$ cat src/rtl/demux_pkg.sv
// Shared constants for the stream demultiplexer family.
// Mode encodings and the helper that derives the channel-select width.
package demux_pkg;

  // Target selection modes driven on the 'mode' input.
  localparam logic MODE_ADDR = 1'b0;  // target comes from 'sel'
  localparam logic MODE_RR   = 1'b1;  // target comes from the round-robin pointer

  // Width of a channel index for 'ch' channels; never narrower than one bit.
  function automatic int sel_w_f(input int ch);
    if (ch <= 2) begin
      return 1;
    end
    return $clog2(ch);
  endfunction

endpackage : demux_pkg

$ cat src/rtl/demux_chan_reg.sv
// Single-entry holding register for one demux output channel.
// A load always wins over a drain, so a word can be replaced in the same
// cycle the consumer takes the previous one without creating a bubble.
// The data register keeps its last value after a drain; only reset clears it.
module demux_chan_reg #(
  parameter int WIDTH = 8
) (
  input  logic             clk,
  input  logic             rst,
  input  logic             i_load,
  input  logic [WIDTH-1:0] i_data,
  input  logic             i_ready,
  output logic             o_valid,
  output logic [WIDTH-1:0] o_data
);

  logic             r_valid;
  logic [WIDTH-1:0] r_data;

  // Full/empty bit and payload: load sets full, drain without load clears it.
  always_ff @(posedge clk) begin
    if (rst) begin
      r_valid <= 1'b0;
      r_data  <= '0;
    end else if (i_load) begin
      r_valid <= 1'b1;
      r_data  <= i_data;
    end else if (r_valid && i_ready) begin
      r_valid <= 1'b0;
    end
  end

  assign o_valid = r_valid;
  assign o_data  = r_data;

endmodule : demux_chan_reg

$ cat src/rtl/stream_demux_n.sv
// Registered 1-to-CH stream demultiplexer (addressed or round-robin routing).
// Optional feature macro: DEMUX_BCAST_EN -- when defined, bcast=1 writes the
// input word into every channel at once; when undefined the bcast input is ignored.
//
// Handshake: a word moves on a rising edge exactly when valid & ready are both
// high in the preceding cycle. in_ready never looks at in_valid, and a channel
// counts as free when it is empty or its consumer takes the word this cycle.
module stream_demux_n
  import demux_pkg::*;
#(
  parameter int WIDTH = 8,
  parameter int CH    = 8,
  parameter int SEL_W = sel_w_f(CH)
) (
  input  logic                clk,
  input  logic                rst,
  input  logic                en,
  input  logic                mode,
  input  logic [SEL_W-1:0]    sel,
  input  logic                bcast,
  input  logic                in_valid,
  input  logic [WIDTH-1:0]    in_data,
  output logic                in_ready,
  output logic [CH-1:0]       out_valid,
  output logic [CH*WIDTH-1:0] out_data,
  input  logic [CH-1:0]       out_ready,
  output logic [SEL_W-1:0]    rr_ptr,
  output logic                sel_err
);

  // One extra bit so CH itself is representable when CH is a power of two.
  localparam logic [SEL_W:0]   CH_EXT  = (SEL_W + 1)'(CH);
  localparam logic [SEL_W-1:0] RR_LAST = SEL_W'(CH - 1);

  logic [CH-1:0]    w_free;
  logic [CH-1:0]    w_load;
  logic [SEL_W-1:0] w_target;
  logic             w_target_ok;
  logic             w_free_t;
  logic             w_bcast;
  logic             w_in_ready;
  logic             w_accept;
  logic [SEL_W-1:0] r_rr_ptr;
  logic             r_sel_err;

`ifdef DEMUX_BCAST_EN
  assign w_bcast = bcast;
`else
  // Broadcast is compiled out; the port stays for a uniform interface.
  logic w_unused_bcast;
  assign w_unused_bcast = bcast;
  assign w_bcast        = 1'b0;
`endif

  // A channel can take a word if empty or being drained this cycle.
  assign w_free      = ~out_valid | out_ready;
  assign w_target    = (mode == MODE_RR) ? r_rr_ptr : sel;
  assign w_target_ok = ({1'b0, w_target} < CH_EXT);

  // Look up the free bit of the current target; out-of-range targets read as busy.
  always_comb begin
    w_free_t = 1'b0;
    for (int k = 0; k < CH; k++) begin
      if (w_target == SEL_W'(k)) begin
        w_free_t = w_free[k];
      end
    end
  end

  // Input ready: broadcast needs every channel free, otherwise only the target.
  always_comb begin
    w_in_ready = 1'b0;
    if (w_bcast) begin
      w_in_ready = en & ~rst & (&w_free);
    end else begin
      w_in_ready = en & ~rst & w_target_ok & w_free_t;
    end
  end

  assign w_accept = in_valid & w_in_ready;

  // Per-channel load strobes: the decoded target, or all channels on broadcast.
  always_comb begin
    w_load = '0;
    for (int k = 0; k < CH; k++) begin
      w_load[k] = w_accept & (w_bcast | (w_target == SEL_W'(k)));
    end
  end

  genvar gi;
  generate
    for (gi = 0; gi < CH; gi++) begin : g_chan
      demux_chan_reg #(
        .WIDTH (WIDTH)
      ) u_chan (
        .clk     (clk),
        .rst     (rst),
        .i_load  (w_load[gi]),
        .i_data  (in_data),
        .i_ready (out_ready[gi]),
        .o_valid (out_valid[gi]),
        .o_data  (out_data[gi*WIDTH +: WIDTH])
      );
    end
  endgenerate

  // Round-robin pointer: moves only on a routed accept in RR mode, wraps at CH-1.
  always_ff @(posedge clk) begin
    if (rst) begin
      r_rr_ptr <= '0;
    end else if (w_accept && !w_bcast && (mode == MODE_RR)) begin
      r_rr_ptr <= (r_rr_ptr == RR_LAST) ? '0 : r_rr_ptr + 1'b1;
    end
  end

  // Select error: one-cycle pulse after an enabled addressed request to a missing channel.
  always_ff @(posedge clk) begin
    if (rst) begin
      r_sel_err <= 1'b0;
    end else begin
      r_sel_err <= en & in_valid & (mode == MODE_ADDR) & ~w_bcast & ~w_target_ok;
    end
  end

  assign in_ready = w_in_ready;
  assign rr_ptr   = r_rr_ptr;
  assign sel_err  = r_sel_err;

endmodule : stream_demux_n

$ cat config.mk
export PLATFORM = sky130hd
export DESIGN_NAME = stream_demux_n
export DESIGN_NICKNAME = d
export VERILOG_FILES = /design/src/rtl/demux_pkg.sv /design/src/rtl/demux_chan_reg.sv /design/src/rtl/stream_demux_n.sv
export SDC_FILE = /design/constraint.sdc
export NUM_CORES = 1
export LEC_CHECK = 0
export CAP_MARGIN = 0
export CORE_MARGIN = 5
export CORE_UTILIZATION = 42
export CTS_CLUSTER_DIAMETER = 120
export DETAILED_ROUTE_END_ITERATION = 10
export PLACE_DENSITY = 0.75
export REMOVE_ABC_BUFFERS = 1
export SKIP_CTS_REPAIR_TIMING = 1
export SYNTH_ARGS = -nofsm -noshare
export SYNTH_HDL_FRONTEND = slang
export SYNTH_SLANG_ARGS = --single-unit
$ cat constraint.sdc
create_clock -name clk -period 1.9 [get_ports clk]
set_input_delay 0.19 -clock clk [delete_from_list [all_inputs] [get_ports clk]]
set_output_delay 0.19 -clock clk [all_outputs]
set_load 0.005 [all_outputs]
# Yosys cells after proc, flatten, opt, wreduce, memory -nomap -nowiden
# Index checks and enable logic that the tools add are counted.
# word_totals
ff_bits	75
out_inout_bits	77
# classes
addsub	1
n_eq_ne	8
mux	26
bitwise	14
n_reduce_logical	18
# op_table
op	count
1-bit two-way mux	24
2-bit nonzero test	8
3-bit == test, second input constant	5
1-bit AND	11
1-bit logical AND	9
8-bit NOT	1
8-bit bitwise OR	1
3-bit by 2-bit == test with 1-bit output, second input constant	2
3-bit two-way mux	2
3-bit by 1-bit adder with 3-bit output, second input constant	1
3-bit by 1-bit == test with 1-bit output, second input constant	1
3-bit logical NOT	1
1-bit NOT	1

# Logic depth before layout (Yosys ltp)
# depth
word_depth	14
ltp_mapped	7
mapped_depth_nobuf	5

# By module
# A second synthesis with hierarchy kept.
# unflattened
cells_unflattened	304
area_unflattened_um2	3080.5
# modules_own_cells
module	n_inst	cells_each	area_each_um2	seq_area_each_um2
demux_chan_reg	8	30	321.6	180.2
stream_demux_n	1	64	508.0	60.1

# Least setup slack after synthesis
# No wires, ideal clock.
# synth_path
path_type	flip-flop to flip-flop
start	register r_rr_ptr[0], in the netlist rr_ptr[0]
end	register r_rr_ptr[0], in the netlist rr_ptr[0]
setup_time_ns	0.123
arrival_time_ns	1.731
required_time_ns	1.777
setup_slack_ns	0.046
stages_incl_launch_ff	6
n_path_buf	0
synth_period_minus_slack_ns	1.854
cell_sequence	dfxtp_1 > mux2_2 > mux2i_1 > a211oi_1 > o2111ai_2 > mux2_1
# synth_between
elab_chain_cells	13
elab_cells_between_ends	23
classes_between	1 x add/sub; 8 x eq/ne; 10 x mux; 2 x bitwise; 2 x reduce/logical
# synth_rtl
item	line	source
start: declaration	stream_demux_n.sv:43	logic [SEL_W-1:0] r_rr_ptr;
start signal: assignment	stream_demux_n.sv:112	r_rr_ptr <= (r_rr_ptr == RR_LAST) ? '0 : r_rr_ptr + 1'b1;
3-bit two-way mux	stream_demux_n.sv:57	assign w_target = (mode == MODE_RR) ? r_rr_ptr : sel;
3-bit logical NOT	stream_demux_n.sv:64	if (w_target == SEL_W'(k)) begin
1-bit two-way mux (8 in series)	stream_demux_n.sv:64	
1-bit AND	stream_demux_n.sv:76	w_in_ready = en & ~rst & w_target_ok & w_free_t;
1-bit AND	stream_demux_n.sv:80	assign w_accept = in_valid & w_in_ready;
1-bit logical AND	stream_demux_n.sv:111	end else if (w_accept && !w_bcast && (mode == MODE_RR)) begin
# Several ways; a longest one is shown, not always the timed one.
# A chain may end at the register's enable or synchronous reset.

# Worst setup path after layout
# layout_path
start	register r_rr_ptr[0], in the netlist rr_ptr[0]
end	register g_chan[3].u_chan.r_data[2]
# layout_between
elab_chain_cells	13
elab_cells_between_ends	20
classes_between	7 x eq/ne; 9 x mux; 3 x bitwise; 1 x reduce/logical
# layout_rtl
item	line	source
3-bit two-way mux (*)	stream_demux_n.sv:57	
3-bit logical NOT	stream_demux_n.sv:64	
1-bit two-way mux (8 in series)	stream_demux_n.sv:64	
1-bit AND	stream_demux_n.sv:76	
1-bit AND	stream_demux_n.sv:80	
1-bit AND (*)	stream_demux_n.sv:86	w_load[k] = w_accept & (w_bcast | (w_target == SEL_W'(k)));
end signal: assignment	demux_chan_reg.sv:27	r_data <= i_data;
end: declaration	demux_chan_reg.sv:18	logic [WIDTH-1:0] r_data;
# Every way passes the cells marked *; elsewhere a longest branch is shown, timed or not.

==> flow_metrics.tcl <==
set metrics [dict create \
    drt_iter0_drc 105 \
    grt_max_degree 84 \
    yosysWarningCount 0 \
    placed_cells 541 \
    clock_path_buffers 2 \
    synth_top_area_share_pct 45.6 \
    core_area_um2 7690 \
    dieArea_um2 9720 \
    setup_viol 42 \
    yosysUniqueCellTypes 38 \
    cp-end-kind "flop" \
    area_growth_syn_to_layout_pct 51.9 \
    cap_violations 0 \
    wire_per_inst_um 16.2 \
    globalRouteTotalUtil_pct 18.2 \
    yosysTopAreaCell "dfxtp_1" \
    avgViaCountPerCell 4.96 \
    synthCells 323 \
    tritoncts "done" \
    switching_share_pct 23.2 \
    route.antenna.remaining_nets 0 \
    p_comb_share_pct 9.7 \
    grt_use_met3_pct 8.21 \
    wirelength_um 9070 \
    layout_commonest_cell "clkdlybuf4s50_1" \
    fin_worst_skew_ns 0.0101 \
    grt_pass1_vias 2934 \
    violations "negative setup slack" \
    dp_hpwl_um 6440 \
    worstSkewPairLatency_ns 0.34 \
    status "complete, but fails checks" \
    pwr-share-seq_pct 49.1 \
    p_int_mw 2.49 \
    p_per_area_nw_per_um2 648 \
    firstDrtPassIters 4 \
    reg2reg_depth 7 \
    clockPowerShare_pct 41.2 \
    drc 0 \
    grt_first_pass_wirelength_um 14200 \
    final_cells 561 \
    vias 2783 \
    p_leak_nw 2.10 \
    clk_pin_slew_ns 0.08 \
    grtUsageMet1_pct 21.2 \
    finalCritPeriodShare_pct 108 \
    cts-root-buf "clkbuf_8" \
    avgSynthCellArea_um2 10.2 \
    ys_seq_elements 75 \
    hold_depth 2 \
    clock-sinks 75 \
    die_h_um 98.6 \
    synth_area_leaders "dfxtp_1, mux2i_1, nand2b_1" \
    peakVddDrop_v 0.000512 \
    final_nets 482 \
    rows 32 \
    crit_arrival_ns 2.31 \
    start_util_pct 42.9 \
    crit_type "reg2reg" \
    drive_gt1_share_pct 20.3 \
    h-tree-depth 3 \
    fin_area_um2 5000 \
    num_antenna_cells 0 \
    setup_ws_ns -0.146 \
    period_needed_ns 2.05 \
    worst_pin_slew_ns 0.680 \
    place_congestion 0.840 \
    utilization_pct 65.1 \
    grt_antenna_before_repair 1 \
    seq_area_frac_synth_pct 45.6 \
    placed_area_um2 4650 \
    busiest_layer "met2" \
    hold_path_class "reg2reg" \
    slew_violations 0 \
    final_cell_mix "clkdlybuf4s50_1, dfxtp_1, mux2i_1" \
    met2_usage_pct 30.0 \
    numCtsBuffers 9 \
    p_sw_uw 752 \
    relSlewSlack_pct 54.7 \
    netlist_area_um2 3290 \
    critPathMaxFanout 7 \
    start_kind "flop" \
    rsz0062_at_grt "true" \
    critPathRequiredTime_ns 2.17 \
    fmax_mhz 489 \
    die_w_um 98.6 \
    io_buffers 99 \
    ios 102 \
    finalHoldViolCount 0 \
    overflow 0 \
]
==> cell type report <==
type	instances	area, um2
flip-flops and latches	75	1510
clock buffers	9	124
multi-input cells	209	1700
well taps	102	128
fillers	653	2680
inverters	12	45.0
clock inverters	6	88.8
repair buffers	148	1420
==> kinds of logic after synthesis <==
kind of cell,count (synthesis),share of synthesized area (%)
flops,75,45.6
other cells,1,0.114
mux,70,21.5
buf+inv,39,6.19
compound gates,29,7.60
fa+ha+maj,2,0.759
simple gates,107,18.3
==> synthesized netlist by cell type <==
library cell / n
a2111oi_0: 1
a2111oi_2: 2
a211oi_1: 1
a21oi_1: 10
a31oi_1: 1
and2_1: 1
and3_1: 1
and3b_1: 2
buf_2: 4
buf_4: 12
buf_6: 1
clkbuf_1: 10
conb_1: 1
dfxtp_1: 75
ha_1: 2
inv_1: 12
mux2_1: 2
mux2_2: 1
mux2i_1: 66
mux2i_2: 1
nand2_1: 1
nand2b_1: 58
nor2_1: 34
nor2b_1: 1
nor3_1: 1
nor3_2: 1
nor3b_1: 2
nor4b_1: 3
o2111a_1: 2
o2111ai_2: 1
o2111ai_4: 1
o211ai_1: 3
o21a_1: 1
o21ai_1: 3
o22ai_1: 2
o311ai_4: 1
or2_2: 1
or2_4: 1
==> layer usage <==
| layer | part of all wire [%] | vias to the layer above |
|---|---|---|
| met1 | 41 | 1331 |
| li1 | - | 1343 |
| met5 | 0.20 | - |
| met3 | 8.6 | 20 |
| met4 | 2.3 | 2 |
| met2 | 48 | 87 |
==> worst paths after layout <==
path | start | end | slack (ns)
hold / removal | g_chan[4].u_chan.o_data[1] | g_chan[4].u_chan.o_data[1] | 0.48
hold reg to reg | g_chan[4].u_chan.o_data[1] | g_chan[4].u_chan.o_data[1] | 0.48
setup / recovery | rr_ptr[0] | g_chan[3].u_chan.o_data[2] | -0.15
setup reg to reg | rr_ptr[0] | g_chan[3].u_chan.o_data[2] | -0.15
==> through the flow <==
stage / setup WS (ns) / hold WS (ns) / TNS, ns / total power, mW
final: -0.146 / 0.479 / -2.38 / 3.24
after global routing: -0.233 / 0.503 / -6.46 / 3.39
after CTS: -0.582 / 0.484 / -9.94 / 3.26
after detailed placement: -0.591 / 0.468 / -36.21 / 1.92
after global placement: -0.556 / 0.459 / -34.27 / 1.91
after floorplan: -0.708 / 0.259 / -20.09 / 1.73
==> registers in the layout, indices dropped and copies added (netlist names) <==
signal,flops
g_chan.u_chan.o_data,64
rr_ptr,3
g_chan.u_chan.o_valid,8
==> worst max-delay path, stage by stage, from the launching register on <==
cell and delay, ns:
dfxtp_2 0.33, mux2_4 0.31, o22ai_1 0.25, o311ai_4 0.17
buf_4 0.20, o211ai_1 0.25, buf_4 0.24, mux2i_1 0.22
==> power groups by stage <==
stage / clock, mW / combinational (mW) / sequential (mW)
after floorplan: 0 / 0.102 / 1.63
after global placement: 0 / 0.285 / 1.63
after detailed placement: 0 / 0.289 / 1.63
after CTS: 1.38 / 0.291 / 1.59
after global routing: 1.45 / 0.337 / 1.60
final: 1.34 / 0.313 / 1.59
(Power assumes the default switching activity.)
